[config.mk]
export PLATFORM = sky130hd
export DESIGN_NAME = cordic_req_arbiter
export DESIGN_NICKNAME = d
export VERILOG_FILES = /design/src/rtl/cordic_req_arbiter.sv
export SDC_FILE = /design/constraint.sdc
export NUM_CORES = 1
export LEC_CHECK = 0
export ABC_AREA = 1
export CORE_AREA = 4 4 141 143
export DETAILED_ROUTE_END_ITERATION = 16
export DIE_AREA = 0 0 145 147
export GPL_TIMING_DRIVEN = 0
export PLACE_DENSITY = 0.67
export SYNTH_ARGS = -nofsm -noshare
export SYNTH_HDL_FRONTEND = slang
export SYNTH_SLANG_ARGS = --single-unit
export TNS_END_PERCENT = 5
[constraint.sdc]
create_clock -name CLK_100MHZ -period 4.35 [get_ports CLK_100MHZ]
set_input_delay 0.6525 -clock CLK_100MHZ [delete_from_list [all_inputs] [get_ports CLK_100MHZ]]
set_output_delay 0.6525 -clock CLK_100MHZ [all_outputs]
set_load 0.01 [all_outputs]
[src/rtl/cordic_req_arbiter.sv]
// Round-robin front end that shares one pipelined sine_cosine core between NREQ clients.
// A tag line matched to the core latency routes each cos/sin pair back to its issuer.
module cordic_req_arbiter #(
    parameter int NREQ    = 4,
    parameter int SZ      = 16,
    parameter int LAT     = 17,
    parameter int XGAIN   = 19430,
    parameter int MAX_OUT = 2
) (
    input  logic                 CLK_100MHZ,
    input  logic                 RST,
    input  logic [NREQ-1:0]      req_valid,
    input  logic [32*NREQ-1:0]   req_angle,
    output logic [NREQ-1:0]      req_ready,
    output logic [31:0]          cordic_angle,
    output logic [SZ-1:0]        cordic_xin,
    output logic [SZ-1:0]        cordic_yin,
    input  logic [SZ:0]          cordic_xout,
    input  logic [SZ:0]          cordic_yout,
    output logic                 rsp_valid,
    output logic [2:0]           rsp_id,
    output logic [SZ:0]          rsp_cos,
    output logic [SZ:0]          rsp_sin,
    output logic                 busy
);
    localparam int PW = $clog2(NREQ);
    localparam int CW = $clog2(MAX_OUT + 1);
    localparam logic [CW-1:0] CNT_MAX = CW'(MAX_OUT);

    logic [PW-1:0]   ptr_r;
    logic [CW-1:0]   out_cnt_r [NREQ];
    logic [LAT:0]    tag_v_r;
    logic [2:0]      tag_id_r [LAT+1];

    logic [NREQ-1:0] elig_s;
    logic [NREQ-1:0] grant_s;
    logic            found_s;
    logic [PW-1:0]   idx_s;
    logic [PW-1:0]   gnt_id_s;
    logic [PW-1:0]   ptr_nxt_s;
    logic [31:0]     gnt_angle_s;
    logic            rel_s;
    logic [2:0]      rel_id_s;

    assign cordic_xin  = SZ'(XGAIN);
    assign cordic_yin  = {SZ{1'b0}};
    assign busy        = |tag_v_r;
    assign req_ready   = grant_s;
    assign rel_s       = tag_v_r[LAT];
    assign rel_id_s    = tag_id_r[LAT];
    assign gnt_angle_s = req_angle[{gnt_id_s, 5'b00000} +: 32];

    // Eligibility: pending request with credit left
    always_comb begin
        elig_s = '0;
        for (int i = 0; i < NREQ; i++) begin
            elig_s[i] = req_valid[i] && (out_cnt_r[i] < CNT_MAX);
        end
    end

    // Round-robin search starting at ptr; grants are suppressed while in reset
    always_comb begin
        found_s  = 1'b0;
        gnt_id_s = '0;
        idx_s    = '0;
        grant_s  = '0;
        for (int k = 0; k < NREQ; k++) begin
            idx_s = PW'((int'(ptr_r) + k) % NREQ);
            if (!found_s && elig_s[idx_s]) begin
                found_s  = 1'b1;
                gnt_id_s = idx_s;
            end else begin
                found_s  = found_s;
            end
        end
        if (RST) begin
            found_s = 1'b0;
        end else begin
            grant_s[gnt_id_s] = found_s;
        end
    end

    // Pointer advance past the winner
    always_comb begin
        if (gnt_id_s == PW'(NREQ - 1)) begin
            ptr_nxt_s = '0;
        end else begin
            ptr_nxt_s = gnt_id_s + PW'(1);
        end
    end

    // Arbitration pointer and angle register feeding the core
    always_ff @(posedge CLK_100MHZ) begin
        if (RST) begin
            ptr_r        <= '0;
            cordic_angle <= 32'h0000_0000;
        end else if (found_s) begin
            ptr_r        <= ptr_nxt_s;
            cordic_angle <= gnt_angle_s;
        end else begin
            ptr_r        <= ptr_r;
            cordic_angle <= cordic_angle;
        end
    end

    // Tag line shifts every cycle; the core cannot stall, so neither can this
    always_ff @(posedge CLK_100MHZ) begin
        if (RST) begin
            tag_v_r <= '0;
            for (int i = 0; i <= LAT; i++) begin
                tag_id_r[i] <= 3'd0;
            end
        end else begin
            tag_v_r     <= {tag_v_r[LAT-1:0], found_s};
            tag_id_r[0] <= found_s ? 3'(gnt_id_s) : 3'd0;
            for (int i = 1; i <= LAT; i++) begin
                tag_id_r[i] <= tag_id_r[i-1];
            end
        end
    end

    // Outstanding-sample credit per requester
    always_ff @(posedge CLK_100MHZ) begin
        for (int i = 0; i < NREQ; i++) begin
            if (RST) begin
                out_cnt_r[i] <= '0;
            end else begin
                case ({found_s && (int'(gnt_id_s) == i), rel_s && (int'(rel_id_s) == i)})
                    2'b10: begin
                        if (out_cnt_r[i] < CNT_MAX) begin
                            out_cnt_r[i] <= out_cnt_r[i] + CW'(1);
                        end else begin
                            out_cnt_r[i] <= out_cnt_r[i];
                        end
                    end
                    2'b01: begin
                        if (out_cnt_r[i] != '0) begin
                            out_cnt_r[i] <= out_cnt_r[i] - CW'(1);
                        end else begin
                            out_cnt_r[i] <= out_cnt_r[i];
                        end
                    end
                    default: out_cnt_r[i] <= out_cnt_r[i];
                endcase
            end
        end
    end

    // Response capture; payload holds while no sample is leaving
    always_ff @(posedge CLK_100MHZ) begin
        if (RST) begin
            rsp_valid <= 1'b0;
            rsp_id    <= 3'd0;
            rsp_cos   <= '0;
            rsp_sin   <= '0;
        end else begin
            rsp_valid <= rel_s;
            if (rel_s) begin
                rsp_id  <= rel_id_s;
                rsp_cos <= cordic_xout;
                rsp_sin <= cordic_yout;
            end else begin
                rsp_id  <= rsp_id;
                rsp_cos <= rsp_cos;
                rsp_sin <= rsp_sin;
            end
        end
    end
endmodule
======== After elaboration in Yosys (flattened, before gate mapping) ========
Memories as Yosys holds them, arrays and structs flattened.
Index checks and enable logic that the tools add are counted.
storage, ports and cells
  register bits after elaboration ......... 90
  RAM bits ................................ 62
  input bits .............................. 168
  output and inout bits ................... 107
  word-level logic and storage cells ...... 255
  memories ................................ 2
operators by class
  add/subtract/negate cells ............... 12
  magnitude comparators ................... 10
  equal/unequal tests ..................... 15
  shifts and indexed selects .............. 1
  muxes and demuxes ....................... 139
  bitwise logic cells ..................... 39
  reduce and logical (&&, ||, !) cells .... 30
memory list
  memory     words  bits a word  read ports  clocked after Yosys merged registers in  write ports  RTL line  source
  tag_id_r   18     3            18          0                                        18           33        logic [2:0] tag_id_r [LAT+1];
  out_cnt_r  4      2            4           0                                        4            31        logic [CW-1:0] out_cnt_r [NREQ];
operators with widths
  cell                   count
  $shiftx A128 B8 Y32    1
  $mux W1                89
  $mux W3                18
  $mux W2                26
  $or A1 B1 Y1           38
  $reduce_or A18 Y1      1
  $logic_and A1 B1 Y1    16
  $lt A2 B3 Y1 const B   5
  $eq A2 B2 Y1 const B   7
  $add A2 B1 Y2 const B  6
  $eq A2 B1 Y1 const B   5
  $bmux W1 S2            4
  $lt A2 B2 Y1 const B   4
  $reduce_bool A2 Y1     4
  $reduce_or A2 Y1       4
  $sub A2 B1 Y2 const B  4
  $eq A3 B3 Y1 const B   2
  $add A2 B2 Y2 const B  2
  $and A4 B4 Y4          1
  $mux W4                1
  $eq A3 B2 Y1 const B   1
  $logic_not A1 Y1       3
  $logic_not A3 Y1       1
  $demux W1 S2           1
  2 further kinds        2

======== Longest topological paths before layout ========
Gate-level depths: netlist (run 1).
An unclocked memory read counts as a cell.
  depth after elaboration ................. 26
  gate-level depth with buffers ........... 22
  gate-level depth less buffers ........... 20

======== Least setup slack after synthesis (run 1) ========
Ideal clock, no wire load.
  path type ............................... input-to-reg
  start ................................... in req_valid[3]
  end ..................................... mem out_cnt_r[3][0] in the netlist's numbering (enable)
  library setup time ...................... 0.327 ns
  arrival ................................. 2.506 ns
  required time ........................... 4.023 ns
  setup slack ............................. 1.517 ns
  stages .................................. 20
  cell sequence ........................... nand3_1 -> nand3_1 -> nand2_2 -> inv_2 -> nor2_4 -> nand3_2 -> nand2_1 -> nand2_2 -> buf_4 -> ha_1 -> inv_1 -> nor2_1 -> inv_1 -> ha_1 -> inv_1 -> nor2_1 -> inv_1 -> o21ai_0 -> inv_1 -> o21ai_0
RTL lines
  what         RTL line  source
  from (decl)  12        input logic [NREQ-1:0] req_valid,
  to (decl)    31

======== Final worst setup path (run 1) ========
  start ................................... in req_valid[3]
  end ..................................... out req_ready[0]
on the way
  word-level cells in the longest chain between the ends .. 19
RTL lines
  what                                                                       RTL line  source
  $logic_and A1 B1 Y1 (*)                                                    57        elig_s[i] = req_valid[i] && (out_cnt_r[i] < CNT_MAX);
  $bmux W1 S2                                                                69        if (!found_s && elig_s[idx_s]) begin
  $mux W1 (implied by the code)                                              69
  $mux W1                                                                    69
  $logic_not A1 Y1                                                           69
  $logic_and A1 B1 Y1                                                        69
  $mux W1                                                                    69
  $logic_not A1 Y1                                                           69
  [3 not listed]                                                             n/a
  $logic_and A1 B1 Y1                                                        69
  $mux W2                                                                    69
  $lt A2 B3 Y1 (implied by the code) / $ge A2 B1 Y1 (equally long branches)  79        grant_s[gnt_id_s] = found_s;
  $logic_and A1 B1 Y1 (implied by the code)                                  79
  $mux W1 (implied by the code)                                              79
  $demux W1 S2                                                               79
  $and A4 B4 Y4 (no line) (*)                                                n/a
  $mux W4 (*)                                                                76        if (RST) begin
  to (decl)                                                                  14        output logic [NREQ-1:0] req_ready,
Mark *: on every way between the ends. The rest lies on a longest branch, timed or not. The select of a mux whose other input is x is not followed.

==> impl_metrics.ini, run 1 <==
[timing]
slew_violations = 0
slew_headroom_pct = 63.1
finalCriticalPeriod_ns = 3.87
setup_violations = 0
rsz0062_at_grt = false
finClkSkew_ns = 0.00598
tightest_slew_ns = 0.554
post-route-period-util_pct = 88.9
finalHoldViolations = 0
setup_tns_ns = 0
max_freq_mhz = 259

[clocking]
worst_skew_pair.late_latency_ns = 0.41
cts_tree = yes
post_cts_buffers = 0
h-tree-depth = 4
cts.sinks = 133
root_buffer = clkbuf_16
hold_buffers = 0
cts_resized = 0
clockBufferDepth = 2
cts_buffers = 17
clkTransAtPathRegs_ns = 0.06

[power_and_ir_drop]
comb_power_share_pct = 53.3
swShare_pct = 42.5
irDropWorstVdd_uv = 518
pwr-share-seq_pct = 24.3
p_switching_mw = 2.61
p_clk_share_pct = 22.4
p_int_mw = 3.53
p_leak_nw = 4.31
p_per_area_nw_per_um2 = 626

[global_routing]
busiest_layer = met2
met1_usage_pct = 22.2
antenna_found_initial = 0
grt_pass1_vias = 6110
grt_use_met3_pct = 5.98
grt_use_met2_pct = 29.9
grt_pass1_wl_um = 31300
grt_overflow_total = 0
grt_max_degree = 17
grt_use_total_pct = 18.2

[worst_setup_path]
r2r_slack_ns = 1.29
cp.arrival_ns = 3.22
max_stage_delay_ns = 0.53
crit_end = req_ready[0]
critPathMaxFanout = 11
worstSetupEndpointType = primary output
worstSetupStartpointType = input port
crit_type = in -> out
r2r_end = out_cnt_r[3][1]
r2r-start = out_cnt_r[2][1]
worst-r2r-cell-count = 20
crit_start = req_valid[3]
critPathRequiredTime_ns = 3.70
critPathSlowestCell = clkdlybuf4s50_1
crit_chain = clkdlybuf4s50_1 -> nand3_1 -> nand3_1 -> nand2_2 -> inv_2 -> nor2_4 -> nand3_2 -> a21oi_4 -> buf_4 -> ha_1 -> nand2_1 -> inv_1 -> clkdlybuf4s50_1

[logic_synthesis]
yosysWarnings = 0
synth_top_cell_area_share_pct = 39.0
synth.avg_cell_area_sq_um = 7.14
yosysSeqAreaShare_pct = 42.8
yosysUniqueCellTypes = 29
synth.cell_area_sq_um = 6410
yosysTopAreaCell = dfxtp_1
yosys-top-cells-area = dfxtp_1, nand3_1, nor2_1
synth_seq_cells = 133
synthCells = 897

[drt]
wl_um = 20000
wl_per_cell_um = 13.9
dr.pass1.iters = 5
via_per_inst = 4.57
drc_errors = 0
initialDrtViolationCount = 311
route.antenna.remaining_nets = 0
vias = 6557

[placed_design]
portBuffers = 241
dpl.hpwl_um = 15500
gp_congestion = 0.881
placedCellCount = 1403
post_dp_cell_area_sq_um = 9230

[run]
max-cap-violations = 0

[finish]
antenna_cells = 0
area_delta_synth_final_pct = 53.0
postLayoutCellArea_sq_um = 9800
finalNetCount = 1371
layout_commonest_cell = clkdlybuf4s50_1
fill_cells = 1819
drive_gt1_share_pct = 9.50
most-common-layout-cells = clkdlybuf4s50_1, nand3_1, nor2_1
finalNonFillerCells = 1434

[die]
die_y_um = 147
die_w_um = 145
start_util_pct = 34.5
rows = 50
die_area_sq_um = 21300
design.core.area_sq_um = 18600
ios = 275

[min_path]
hp-class = reg -> reg
whs_path_depth = 2

[run_status]
status = finished clean
## cells in the mapped netlist
| master | count |
|---|---|
| clkbuf_1 | 19 |
| nand4_1 | 5 |
| nand3b_1 | 2 |
| conb_1 | 2 |
| buf_1 | 5 |
| buf_2 | 17 |
| inv_4 | 1 |
| edfxtp_1 | 8 |
| nand3_1 | 210 |
| buf_6 | 4 |
| nor2_1 | 142 |
| nor3_1 | 1 |
| o21ai_0 | 42 |
| buf_4 | 45 |
| nand2_2 | 7 |
| clkinv_1 | 1 |
| inv_1 | 88 |
| a21oi_1 | 4 |
| o31ai_1 | 3 |
| a21oi_4 | 1 |
| a211oi_1 | 4 |
| nor4_1 | 4 |
| inv_2 | 3 |
| nand2_1 | 133 |
| ha_1 | 15 |
| nand3_2 | 3 |
| dfxtp_1 | 125 |
| nor2_4 | 2 |
| and3_1 | 1 |
## kinds of logic (layout without fill, tap and decap cells)
group	after synthesis	count (layout)	synth area share [%]
flip-flops	133	133	42.8
adder cells (fa/ha/maj)	15	15	2.93
buffers and inverters	183	455	14.2
other	2	33	0.117
AND/OR/NAND/NOR	510	510	35.3
AO/OA/AOI/OAI	54	54	4.67
## area by class of cell
type,count,area (sq um),area share (%)
Buffer,90,558,5.69
Clock buffer,18,450,4.59
Clock inverter,13,123,1.25
Inverter,93,352,3.59
Multi-Input combinational cell,612,2870,29.3
Sequential cell,133,2740,28.0
Tap cell,234,293,2.99
Timing Repair Buffer,241,2410,24.6
## worst min-delay path by stage
stage | from | to | slack (ns)
global placement | tag_id_r[0][28] | tag_id_r[0][31] | 0.39
global route | tag_id_r[0][15] | tag_id_r[0][18] | 0.42
detailed placement | tag_id_r[0][48] | tag_id_r[0][51] | 0.39
CTS | tag_id_r[0][48] | tag_id_r[0][51] | 0.40
floorplan | tag_id_r[0][7] | tag_id_r[0][10] | 0.39
finish | tag_id_r[0][30] | tag_id_r[0][33] | 0.40
## layer usage
layer | up-vias | share of wire (%)
met5 | - | 0
met4 | 0 | 2.4
met3 | 29 | 7.8
met2 | 241 | 47
met1 | 2894 | 43
li1 | 3393 | -
## state kept, by name (all words and copies together) (netlist names)
signal and cells:
tag_id_r 36, cordic_angle 32, tag_v_r 18, rsp_cos 17, rsp_sin 17, out_cnt_r 8, ptr_r 2, rsp_id 2
rsp_valid 1
## power groups by stage
stage,clock [mW],combinational [mW],sequential (mW)
floorplan,0,2.13,1.56
global placement,0,3.24,1.51
detailed placement,0,3.28,1.51
CTS,1.41,3.29,1.49
global route,1.47,3.67,1.51
finish,1.37,3.27,1.49
## through the flow
stage,util [%],setup WS [ns],total power [mW],hold slack (ns)
global placement,49.7,0.460,4.75,0.390
global route,52.8,0.325,6.65,0.416
finish,52.8,0.482,6.14,0.400
floorplan,-,1.52,3.69,0.388
CTS,52.8,0.432,6.19,0.400
detailed placement,49.7,0.430,4.79,0.392
## critical path: cells and delay by family
family	cells	cell delay (ns)
buffers and inverters	5	1.40
AO/OA/AOI/OAI	1	0.25
AND/OR/NAND/NOR	6	0.74
adder cells (fa/ha/maj)	1	0.16
No activity file was read; power rests on OpenSTA's default activity.
==> run 2: changes to the inputs <==
Settings changed: CORE_AREA 4 4 141 143 to 4 4 132 134, DIE_AREA 0 0 145 147 to 0 0 136 138, PLACE_DENSITY 0.67 to 0.75.
==> run 2 against run 1 <==
  * Clock power rose by 5%
  * Combinational power barely moved
  * Sequential share of layout area barely moved
  * First-iteration DRC count fell by 9.0%
  * Flip-flop and latch count did not move
  * Critical path type unchanged
  * Global-route usage rose by 2.4 points
  * Wire length fell by 1.9%
  * Hold slack got worse by 0.0041 ns
  * Critical endpoint is now req_ready[2]
  * Clock-buffer cell count rose by 1
==> impl_metrics.ini, run 2 (synthesis results as in run 1) <==
[global_routing]
grt_pass1_vias = 6241
grt_max_degree = 17
grt_pass1_wl_um = 31100
antenna_found_initial = 0
grt_use_total_pct = 20.5
grt_overflow_total = 0

[power_and_ir_drop]
power_mw = 6.18
p_per_area_nw_per_um2 = 630
irDropWorstVdd_uv = 383
p_leak_nw = 4.32

[die]
ios = 275
die_y_um = 138
rows = 47
die_w_um = 136
die_area_sq_um = 18800
design.core.area_sq_um = 16300
start_util_pct = 39.3

[clocking]
cts_buffers = 17
clkTransAtPathRegs_ns = 0.06
cts_tree = yes
worst_skew_pair.late_latency_ns = 0.41
cts_resized = 0
post_cts_buffers = 0
root_buffer = clkbuf_16
h-tree-depth = 4
cts.sinks = 133
hold_buffers = 0
clockBufferDepth = 2

[worst_setup_path]
crit_start = req_valid[3]
critPathRequiredTime_ns = 3.70
r2r_slack_ns = 1.29
r2r_end = out_cnt_r[3][1]
crit_end = req_ready[2]
crit_type = in -> out
worstSetupStartpointType = input port
cp.arrival_ns = 3.21
worstSetupEndpointType = primary output
worst-r2r-cell-count = 18
critPathMaxFanout = 11
r2r-start = out_cnt_r[2][1]

[finish]
layout_commonest_cell = clkdlybuf4s50_1
fill_cells = 1507
largest_reg_flops = 36
most-common-layout-cells = clkdlybuf4s50_1, nand3_1, nor2_1
area_delta_synth_final_pct = 53.0
antenna_cells = 0
drive_gt1_share_pct = 9.34
top_register = tag_id_r
finalNetCount = 1371
reg_top3 = tag_id_r (36), cordic_angle (32), tag_v_r (18)

[timing]
finalHoldViolations = 0
finClkSkew_ns = 0.00833
tightest_slew_ns = 0.544
post-route-period-util_pct = 88.8
slew_violations = 0
finalCriticalPeriod_ns = 3.86
rsz0062_at_grt = false
max_freq_mhz = 259
setup_tns_ns = 0
setup_violations = 0
slew_headroom_pct = 63.8

[placed_design]
gp_congestion = 0.870
portBuffers = 241
dpl.hpwl_um = 15400

[drt]
dr.pass1.iters = 5
initialDrtViolationCount = 283
vias = 6589
wl_per_cell_um = 13.8
drc_errors = 0
wl_um = 19600
via_per_inst = 4.64
route.antenna.remaining_nets = 0

[run_status]
status = finished clean

[min_path]
hp-class = reg -> reg

[run]
max-cap-violations = 0
## run 2: cell type report
class                      instances  area [sq um]  share of cell area (%)
buffer                            90           558                    5.69
clock buffer                      19           443                    4.52
clock inverter                    11           153                    1.56
inverter                          93           352                    3.58
multi-input combinational        612          2870                    29.3
sequential                       133          2740                    28.0
tap                              220           275                    2.81
timing repair buffer             241          2410                    24.6
## run 2: critical path: stages
cell and delay (ns):
clkdlybuf4s50_1 0.54, nand3_1 0.14, nand2_1 0.12, nand2_1 0.06, nand2_1 0.11, nand3_1 0.08, nand3_1 0.14, nand2_1 0.08
nand2_2 0.13, buf_4 0.21, ha_1 0.19, nand2_1 0.12, inv_1 0.07, clkdlybuf4s50_1 0.56
## run 2: power by group
| part | internal [mW] | switching (mW) | leakage [nW] |
|---|---|---|---|
| Combinational | 1.29 | 1.96 | 2.93 |
| Sequential | 1.42 | 0.0755 | 1.10 |
| Clock | 0.914 | 0.526 | 0.294 |
| Total | 3.62 | 2.56 | 4.32 |
## run 2: worst min path at each step
stage               depth (start not counted)  slack [ns]             from              end
floorplan                                   2        0.39   tag_id_r[0][7]  tag_id_r[0][10]
global placement                            2        0.39  tag_id_r[0][24]  tag_id_r[0][27]
detailed placement                          2        0.39  tag_id_r[0][24]  tag_id_r[0][27]
CTS                                         2        0.40  tag_id_r[0][25]  tag_id_r[0][28]
global route                                2        0.41  tag_id_r[0][25]  tag_id_r[0][28]
finish                                      2        0.40  tag_id_r[0][25]  tag_id_r[0][28]
## run 2: per-stage QoR
| stage | setup WS (ns) | std cells | instance area (sq um) | utilization (%) | hold slack [ns] |
|---|---|---|---|---|---|
| 2_1_floorplan | 1.52 | 928 | 6530 | - | 0.388 |
| 3_3_place_gp | 0.489 | 1389 | 9210 | 56.6 | 0.389 |
| 3_5_place_dp | 0.472 | 1389 | 9210 | 56.6 | 0.392 |
| 4_1_cts | 0.464 | 1419 | 9810 | 60.2 | 0.399 |
| 5_1_grt | 0.258 | 1419 | 9810 | 60.2 | 0.412 |
| 6_report | 0.485 | 1419 | 9810 | 60.2 | 0.396 |
## run 2: routing by layer
metal | global-route usage [%] | vias up | share of wire [%]
met2 | 34.4 | 237 | 48
met1 | 25.0 | 2933 | 42
met3 | 6.43 | 26 | 8.8
met5 | 0 | - | 0
met4 | 6.68 | 0 | 1.9
li1 | - | 3393 | -
==> run 3: changes to the inputs <==
Clock period 4.35 ns to 4.65 ns, I/O delays scaled along.
==> results of run 3 <==
The final DEF is identical to that of run 2. Status: finished clean.
Among the figures that moved: setup slack after placement 0.472 ns -> 0.682 ns; setup slack after layout 0.485 ns -> 0.695 ns; register-to-register setup slack 1.29 ns -> 1.59 ns; total power 6.18 mW -> 5.78 mW; worst IR drop on VDD 383 uV -> 358 uV
